===== config.mk =====
export PLATFORM = sky130hd
export DESIGN_NAME = sib_pulse_req_queue_flat
export DESIGN_NICKNAME = d
export VERILOG_FILES = /design/src/rtl/sib_pulse_req_queue_if.sv /design/src/rtl/sib_pulse_req_queue.sv /design/src/flat_wrapper.sv
export SDC_FILE = /design/constraint.sdc
export NUM_CORES = 1
export LEC_CHECK = 0
export ABC_AREA = 1
export CAP_MARGIN = 25
export CELL_PAD_IN_SITES_DETAIL_PLACEMENT = 1
export CELL_PAD_IN_SITES_GLOBAL_PLACEMENT = 1
export CORE_MARGIN = 1
export CORE_UTILIZATION = 34
export CTS_CLUSTER_DIAMETER = 200
export CTS_CLUSTER_SIZE = 14
export DETAILED_ROUTE_END_ITERATION = 6
export PLACE_DENSITY = 0.75
export RECOVER_POWER = 50
export SLEW_MARGIN = 10
export SYNTH_ARGS = -nofsm -noshare
export SYNTH_HDL_FRONTEND = slang
export SYNTH_SLANG_ARGS = --single-unit

===== constraint.sdc =====
create_clock -name clk -period 1.5 [get_ports clk]
set_input_delay 0.3 -clock clk [delete_from_list [all_inputs] [get_ports clk]]
set_output_delay 0.3 -clock clk [all_outputs]
set_load 0.1 [all_outputs]

===== src/rtl/sib_pulse_req_queue_if.sv =====
// Handshake bundle between the request source and the pulse request queue.
interface sib_pulse_req_queue_if #(
    parameter int unsigned CNT_W = 4
);
    logic             req_in;
    logic             sync_rdy;
    logic             ovf_clr;
    logic             pulse_out;
    logic [CNT_W-1:0] pend_cnt;
    logic             empty;
    logic             ovf;

    modport master (
        output req_in, sync_rdy, ovf_clr,
        input  pulse_out, pend_cnt, empty, ovf
    );

    modport slave (
        input  req_in, sync_rdy, ovf_clr,
        output pulse_out, pend_cnt, empty, ovf
    );
endinterface


===== src/rtl/sib_pulse_req_queue.sv =====
// Counts single-cycle requests and re-issues them as spaced pulses when the synchronizer is ready.
// Define SIB_PULSE_REQ_OVF_EN to enable the sticky overflow flag.
module sib_pulse_req_queue #(
    parameter int unsigned CNT_W    = 4,
    parameter int unsigned HOLD_CYC = 2
) (
    input logic                   clk,
    input logic                   rst,
    sib_pulse_req_queue_if.slave  bus
);
    localparam int unsigned HOLD_W = (HOLD_CYC > 1) ? $clog2(HOLD_CYC) : 1;
    localparam logic [CNT_W-1:0] CNT_MAX = '1;

    typedef enum logic [1:0] {IDLE, ISSUE, HOLD} state_t;

    state_t            state_q, state_d;
    logic [HOLD_W-1:0] hold_q, hold_d;
    logic [CNT_W-1:0]  cnt_q, cnt_d;
    logic              pulse_q;
    logic              empty_q;
    logic              dec;
    logic              drop;
    logic              inc;

    // Next-state, hold countdown and pending-count arithmetic.
    always_comb begin
        state_d = state_q;
        hold_d  = hold_q;
        dec     = 1'b0;
        case (state_q)
            IDLE: begin
                if ((cnt_q != '0) && bus.sync_rdy) begin
                    state_d = ISSUE;
                    dec     = 1'b1;
                end
            end
            ISSUE: begin
                state_d = HOLD;
                hold_d  = HOLD_W'(HOLD_CYC - 1);
            end
            HOLD: begin
                if (hold_q == '0) begin
                    state_d = IDLE;
                end else begin
                    hold_d = hold_q - HOLD_W'(1);
                end
            end
            default: state_d = IDLE;
        endcase

        // A full counter only takes a request when an issue frees a slot on the same edge.
        drop  = bus.req_in && !dec && (cnt_q == CNT_MAX);
        inc   = bus.req_in && !drop;
        cnt_d = cnt_q;
        if (inc && !dec) begin
            cnt_d = cnt_q + CNT_W'(1);
        end else if (dec && !inc) begin
            cnt_d = cnt_q - CNT_W'(1);
        end
    end

    always_ff @(posedge clk) begin
        if (rst) begin
            state_q <= IDLE;
            hold_q  <= '0;
            cnt_q   <= '0;
            pulse_q <= 1'b0;
            empty_q <= 1'b1;
        end else begin
            state_q <= state_d;
            hold_q  <= hold_d;
            cnt_q   <= cnt_d;
            pulse_q <= (state_d == ISSUE);
            empty_q <= (cnt_d == '0);
        end
    end

    assign bus.pulse_out = pulse_q;
    assign bus.pend_cnt  = cnt_q;
    assign bus.empty     = empty_q;

`ifdef SIB_PULSE_REQ_OVF_EN
    logic ovf_q;

    // Sticky flag; a new drop takes priority over a clear in the same cycle.
    always_ff @(posedge clk) begin
        if (rst) begin
            ovf_q <= 1'b0;
        end else if (drop) begin
            ovf_q <= 1'b1;
        end else if (bus.ovf_clr) begin
            ovf_q <= 1'b0;
        end
    end

    assign bus.ovf = ovf_q;
`else
    logic unused_ok;

    assign unused_ok = ^{bus.ovf_clr, drop};
    assign bus.ovf   = 1'b0;
`endif
endmodule


===== src/flat_wrapper.sv =====
// flat-port wrapper written by rule: the top's interface ports become plain ports
module sib_pulse_req_queue_flat 
#(
    parameter int unsigned CNT_W    = 4,
    parameter int unsigned HOLD_CYC = 2
)
  (clk, rst, bus_req_in, bus_sync_rdy, bus_ovf_clr, bus_pulse_out, bus_pend_cnt, bus_empty, bus_ovf);
  sib_pulse_req_queue_if #(.CNT_W(CNT_W)) bus_i ();
  input logic clk;
  input logic rst;
  input wire logic [$bits(bus_i.req_in)-1:0] bus_req_in;
  input wire logic [$bits(bus_i.sync_rdy)-1:0] bus_sync_rdy;
  input wire logic [$bits(bus_i.ovf_clr)-1:0] bus_ovf_clr;
  output wire logic [$bits(bus_i.pulse_out)-1:0] bus_pulse_out;
  output wire logic [$bits(bus_i.pend_cnt)-1:0] bus_pend_cnt;
  output wire logic [$bits(bus_i.empty)-1:0] bus_empty;
  output wire logic [$bits(bus_i.ovf)-1:0] bus_ovf;
  assign bus_i.req_in = bus_req_in;
  assign bus_i.sync_rdy = bus_sync_rdy;
  assign bus_i.ovf_clr = bus_ovf_clr;
  assign bus_pulse_out = bus_i.pulse_out;
  assign bus_pend_cnt = bus_i.pend_cnt;
  assign bus_empty = bus_i.empty;
  assign bus_ovf = bus_i.ovf;
  sib_pulse_req_queue #(.CNT_W(CNT_W), .HOLD_CYC(HOLD_CYC)) u_core (.clk(clk), .rst(rst), .bus(bus_i));
endmodule

==> impl_metrics.py, run 1 <==
metrics = {
    "outcome": {
        "status": "completed",
    },
    "global_routing": {
        "gr-total-overflow": 0,
        "grt_util_met2_pct": 32.9,
        "gr-usage-met1_pct": 21.0,
        "use_met3_pct": 3.67,
        "grtUsageTotal_pct": 18.3,
        "grt_pass1_vias": 629,
        "grt_pass1_wl_um": 2580,
        "grt_max_degree": 9,
        "antenna_found_initial": 0,
        "busiest_layer": "met2",
    },
    "floorplanning": {
        "ios": 12,
        "die_y_um": 44.6,
        "initial_utilization_pct": 36.0,
        "die_w_um": 44.6,
        "die_area_um2": 1980,
        "rows": 15,
        "floorplan.core_area_um2": 1710,
    },
    "cells_and_area": {
        "area_delta_synth_final_pct": 48.0,
        "diodes": 0,
        "final_util_pct": 53.3,
        "drive_gt1_share_pct": 41.4,
        "instances_no_fill": 136,
        "multi_input_area_um2": 423,
        "nets": 122,
        "fill_cells": 212,
        "seqCellArea_um2": 191,
    },
    "setup_path": {
        "critPathArrivalTime_ns": 1.65,
        "worstPathRequired_ns": 1.71,
        "cp_slowest_cell": "dfxtp_1",
        "cp_top_family": "simple AND/OR/NAND/NOR gates",
        "cp_common_cell": "nand2_1",
        "end_kind": "flop",
        "cp.buffers_inverters": 1,
        "crit_path_max_incr_delay_ns": 0.37,
        "crit_path_max_fanout": 6,
        "start_kind": "flop",
        "crit_chain": "nor2_2, nand2_8, buf_4, nand4_1, nand2_1, nand2_1, nand2_1, nor2_1, nand2_1, nand2_1",
        "crit_type": "flop to flop",
    },
    "synth": {
        "synth_xor_area_share_pct": 0,
        "ys_seq_area_share_pct": 29.3,
        "syn_area_per_cell_um2": 6.84,
        "synth_flop_cell": "dfxtp_1",
        "synth.distinct_cells": 22,
        "syn-cell-area_um2": 616,
        "synth-edff-count": 0,
        "synth_top_family_by_area": "simple AND/OR/NAND/NOR gates",
        "yosys_warnings": 0,
        "synth_fa_ha_area_share_pct": 10.2,
        "syn-instance-count": 90,
        "synth_fp_nets": 100,
        "yosys.area_share.simple_pct": 38.4,
        "postSynth.asyncResetShare_pct": 0,
        "synthMuxAreaShare_pct": 0,
        "ys_ff_latch": 9,
        "synth-compound-area-share_pct": 9.55,
    },
    "timing": {
        "whs_ns": 0.580,
        "worst_slew_pin_slew_ns": 0.543,
        "setup_viol": 0,
        "skew_ns": 0.00360,
        "maxSlewHeadroom_pct": 63.9,
        "hold_violations": 0,
        "finalCriticalPeriod_ns": 1.44,
        "period_share_pct": 96.0,
        "fmax_ghz": 0.695,
        "report.final.slew_viol_count": 0,
    },
    "placement": {
        "routabilityCongestion": 0.774,
        "dp.cells": 128,
        "port_buffers": 9,
        "hpwl_um": 1220,
    },
    "drt": {
        "wl_per_cell_um": 13.6,
        "vias_per_cell": 4.79,
        "wirelength_um": 1850,
        "drt_first_pass_iters": 4,
        "ant_nets": 0,
        "routed-via-count": 651,
        "drt_iter0_drc": 5,
        "drt_drc_violations_left": 0,
    },
    "pwr": {
        "peakVddDrop_v": 0.000784,
        "finalPower_mw": 1.48,
        "p_leak_nw": 0.442,
        "power.density_nw_per_um2": 1630,
    },
    "clock_tree": {
        "cts_root_buffer": "clkbuf_4",
        "cts_htree_levels": 1,
        "path_clk_slew_ns": 0.07,
        "cts.path.max_buffers": 2,
        "cts_sinks": 9,
        "cts_tree": "yes",
        "cts_buffers": 3,
        "clock_latency_ns": 0.27,
        "cts_hold_buf": 0,
    },
    "job": {
        "max_cap_violations": 0,
    },
    "min_path": {
        "min_path_type": "flop to flop",
    },
}
layer usage:
metal	wire length [um]	vias to the layer above
met5	0	-
met4	44	0
met3	52	7
met2	956	14
met1	793	302
li1	-	328
registers in the layout, summed over array words and instances, names as in the netlist:
| name | count |
|---|---|
| u_core.hold_q | 1 |
| u_core.state_q | 2 |
| u_core.bus.pulse_out | 1 |
| u_core.bus.empty | 1 |
| u_core.bus.pend_cnt | 4 |
power breakdown:
group / internal [mW] / switching [mW]
logic: 0.321 / 0.606
clock network: 0.103 / 0.0923
registers: 0.302 / 0.0591
cell families after synthesis:
| kind of cell | count (synthesis) |
|---|---|
| other cells | 1 |
| compound gates | 10 |
| flops | 9 |
| buf+inv | 18 |
| simple gates | 47 |
| fa+ha+maj | 5 |
path summary, 6_finish.rpt:
path | start | end | slack, ns | cells past startpoint
min reg2reg | u_core.bus.pend_cnt[1] | u_core.bus.pend_cnt[1] | 0.58 | 2
min | u_core.bus.pend_cnt[1] | u_core.bus.pend_cnt[1] | 0.58 | 2
max reg2reg | u_core.bus.pend_cnt[3] | u_core.bus.empty | 0.06 | 10
max | u_core.bus.pend_cnt[3] | u_core.bus.empty | 0.06 | 10
cell usage after synthesis, drive strengths merged (4+ instances only):
cell	n	area, um^2
nand3	7	40.0
dfxtp	9	180
nor2	9	36.3
nand2	26	130
nand4	4	25.0
o21ai	4	23.8
ha	5	62.6
inv	16	62.6
a21oi	4	20.0
worst min-delay path, cell delays in order (launching register included):
cell and delay (ns):
dfxtp_4 0.36, nand3_1 0.10, a31oi_1 0.07
final cells by class:
class                      instances  share of cell area [%]
timing repair buffer              19                    19.1
tap                               25                    3.43
multi-input combinational         63                    46.4
clock buffer                       4                    2.88
sequential                         9                    21.0
inverter                          16                    7.14
cells in the final DEF (no fill, tap or decap), drive strengths merged, types with 5 or more instances in the layout:
master,count
ha,5
clkbuf,8
nand3,7
nand2,26
inv,16
nor2,9
buf,12
dfxtp,9
through the flow:
| step | cell area, um^2 | setup TNS (ns) | setup WS [ns] |
|---|---|---|---|
| 2_1_floorplan | 628 | 0 | 0.0143 |
| 3_3_place_gp | 843 | -0.384 | -0.183 |
| 3_5_place_dp | 843 | -0.563 | -0.214 |
| 4_1_cts | 870 | 0 | 0.00547 |
| 5_1_grt | 911 | -0.0758 | -0.0758 |
| 6_report | 911 | 0 | 0.0603 |
timing repair:
action                                  in CTS  in global routing
resized for setup                            1                 16
buffers inserted                             0                  4
pin swaps                                    0                 12
endpoints found under the setup margin       2                  3
gates cloned                                 0                  0
(Power assumes the default switching activity.)
==> run 2, diff against run 1 <==
- CAP_MARGIN: 25 -> 10
- PLACE_DENSITY: 0.75 -> not set
- PLACE_DENSITY_LB_ADDON: not set -> 0.1
==> run 2 against run 1 <==
Wire length is 16% lower. Sequential cell count unchanged. Combinational power shrank 8.8%. Sequential power fell by 4%. Clock skew about the same. Worst hold slack got worse by 0.035 ns. Count of clock-buffer cells in the layout did not move. Non-clock buffer count shrank 1. Critical path type unchanged. Critical endpoint unchanged. Largest power group unchanged. Highest routed layer unchanged.
==> impl_metrics.py, run 2 (synthesis gave the netlist of run 1 again) <==
metrics = {
    "outcome": {
        "status": "completed",
    },
    "setup_path": {
        "start_kind": "flop",
        "r2r-start": "u_core.state_q[0]",
        "critPathArrivalTime_ns": 1.61,
        "worstPathRequired_ns": 1.71,
        "ff2ff_path_depth": 12,
        "cp-startpoint": "u_core.state_q[0]",
        "crit_path_max_fanout": 6,
        "rr_endpoint": "u_core.bus.empty",
        "crit_type": "flop to flop",
        "end_kind": "flop",
        "ff2ff_setup_slack_ns": 0.1,
    },
    "pwr": {
        "power.density_nw_per_um2": 1600,
        "p_leak_nw": 0.433,
        "finalPower_mw": 1.39,
        "peakVddDrop_v": 0.000836,
    },
    "floorplanning": {
        "die_y_um": 44.6,
        "rows": 15,
        "floorplan.core_area_um2": 1710,
        "die_area_um2": 1980,
        "die_w_um": 44.6,
        "ios": 12,
        "initial_utilization_pct": 36.0,
    },
    "min_path": {
        "min_path_type": "flop to flop",
        "worstHoldStart": "u_core.hold_q",
        "holdPathEnd": "u_core.hold_q",
        "holdPathStages": 2,
    },
    "cells_and_area": {
        "drive_gt1_share_pct": 36.4,
        "largest_reg_flops": 4,
        "nets": 121,
        "diodes": 0,
        "stdcell_area_um2": 867,
        "area_delta_synth_final_pct": 40.9,
        "layout_commonest_cell": "nand2_1",
        "instances_no_fill": 135,
        "mostFrequentLayoutCells": "nand2_1, inv_1, buf_4",
        "final_util_pct": 50.8,
    },
    "drt": {
        "drt_first_pass_iters": 2,
        "routed-via-count": 612,
        "wl_per_cell_um": 11.4,
        "wirelength_um": 1540,
        "ant_nets": 0,
        "drt_drc_violations_left": 0,
        "drt_iter0_drc": 1,
        "vias_per_cell": 4.53,
    },
    "global_routing": {
        "busiest_layer": "met2",
        "grt_util_met2_pct": 31.8,
        "grtUsageTotal_pct": 18.3,
        "grt_pass1_vias": 639,
        "gr-usage-met1_pct": 20.2,
        "grt_max_degree": 9,
        "grt_pass1_wl_um": 2540,
        "antenna_found_initial": 0,
        "use_met3_pct": 2.45,
        "gr-total-overflow": 0,
    },
    "clock_tree": {
        "cts_htree_levels": 1,
        "clock_latency_ns": 0.27,
        "path_clk_slew_ns": 0.07,
        "cts_root_buffer": "clkbuf_4",
        "cts_sinks": 9,
        "cts_tree": "yes",
        "cts_hold_buf": 0,
        "cts_buffers": 3,
        "cts.path.max_buffers": 2,
    },
    "timing": {
        "setup_viol": 0,
        "setup_ws_ns": 0.0973,
        "maxSlewHeadroom_pct": 64.1,
        "whs_ns": 0.546,
        "period_share_pct": 93.5,
        "report.final.slew_viol_count": 0,
        "hold_violations": 0,
        "finalCriticalPeriod_ns": 1.40,
        "finalSetupTns_ns": 0,
        "fmax_ghz": 0.713,
        "skew_ns": 0.00366,
        "worst_slew_pin_slew_ns": 0.540,
    },
    "placement": {
        "routabilityCongestion": 0.723,
        "port_buffers": 9,
        "hpwl_um": 1210,
        "dpl_cell_area_um2": 843,
        "dp.cells": 128,
        "dp_slack_ns": -0.199,
    },
    "job": {
        "max_cap_violations": 0,
    },
}
[run 2: report_power, final]
group          total (mW)  internal (mW)  switching (mW)
registers           0.346          0.301          0.0456
clock network       0.197          0.103          0.0938
logic               0.845          0.282           0.563
total                1.39          0.686           0.702
[run 2: layout make-up]
class / count / area, um^2
Tap cell: 25 / 31.3
Multi-Input combinational cell: 63 / 392
Sequential cell: 9 / 190
Fill cell: 215 / 841
Clock buffer: 4 / 26.3
Inverter: 16 / 65.1
Timing Repair Buffer: 18 / 163
[run 2: worst max-delay path by stage]
stage                        to  cells after the start
2_1_floorplan  u_core.bus.empty                     10
3_3_place_gp   u_core.bus.empty                     11
3_5_place_dp   u_core.bus.empty                     11
4_1_cts        u_core.bus.empty                     11
5_1_grt        u_core.bus.empty                     12
6_report       u_core.bus.empty                     12
[run 2: metal layers]
metal,vias to the layer above,share of wire [%]
li1,323,-
met1,273,41
met2,11,52
met3,5,3.5
met4,0,2.9
met5,-,0
[run 2: critical path, stage by stage (launching register included)]
cell and delay (ns):
dfxtp_2 0.33, inv_1 0.07, ha_2 0.18, nand2_2 0.07
inv_4 0.10, nand2_4 0.08, nand2_4 0.10, inv_4 0.05
nand2_4 0.05, nand3_1 0.07, nor2_1 0.13, nand2_1 0.07
nand2_1 0.05
[run 2: what timing repair did]
| item | 4_1_cts | 5_1_grt |
|---|---|---|
| endpoints found under the setup margin | 1 | 3 |
| pin swaps | 0 | 1 |
| cloned | 0 | 0 |
| gates resized for setup | 1 | 7 |
| setup buffers | 0 | 3 |
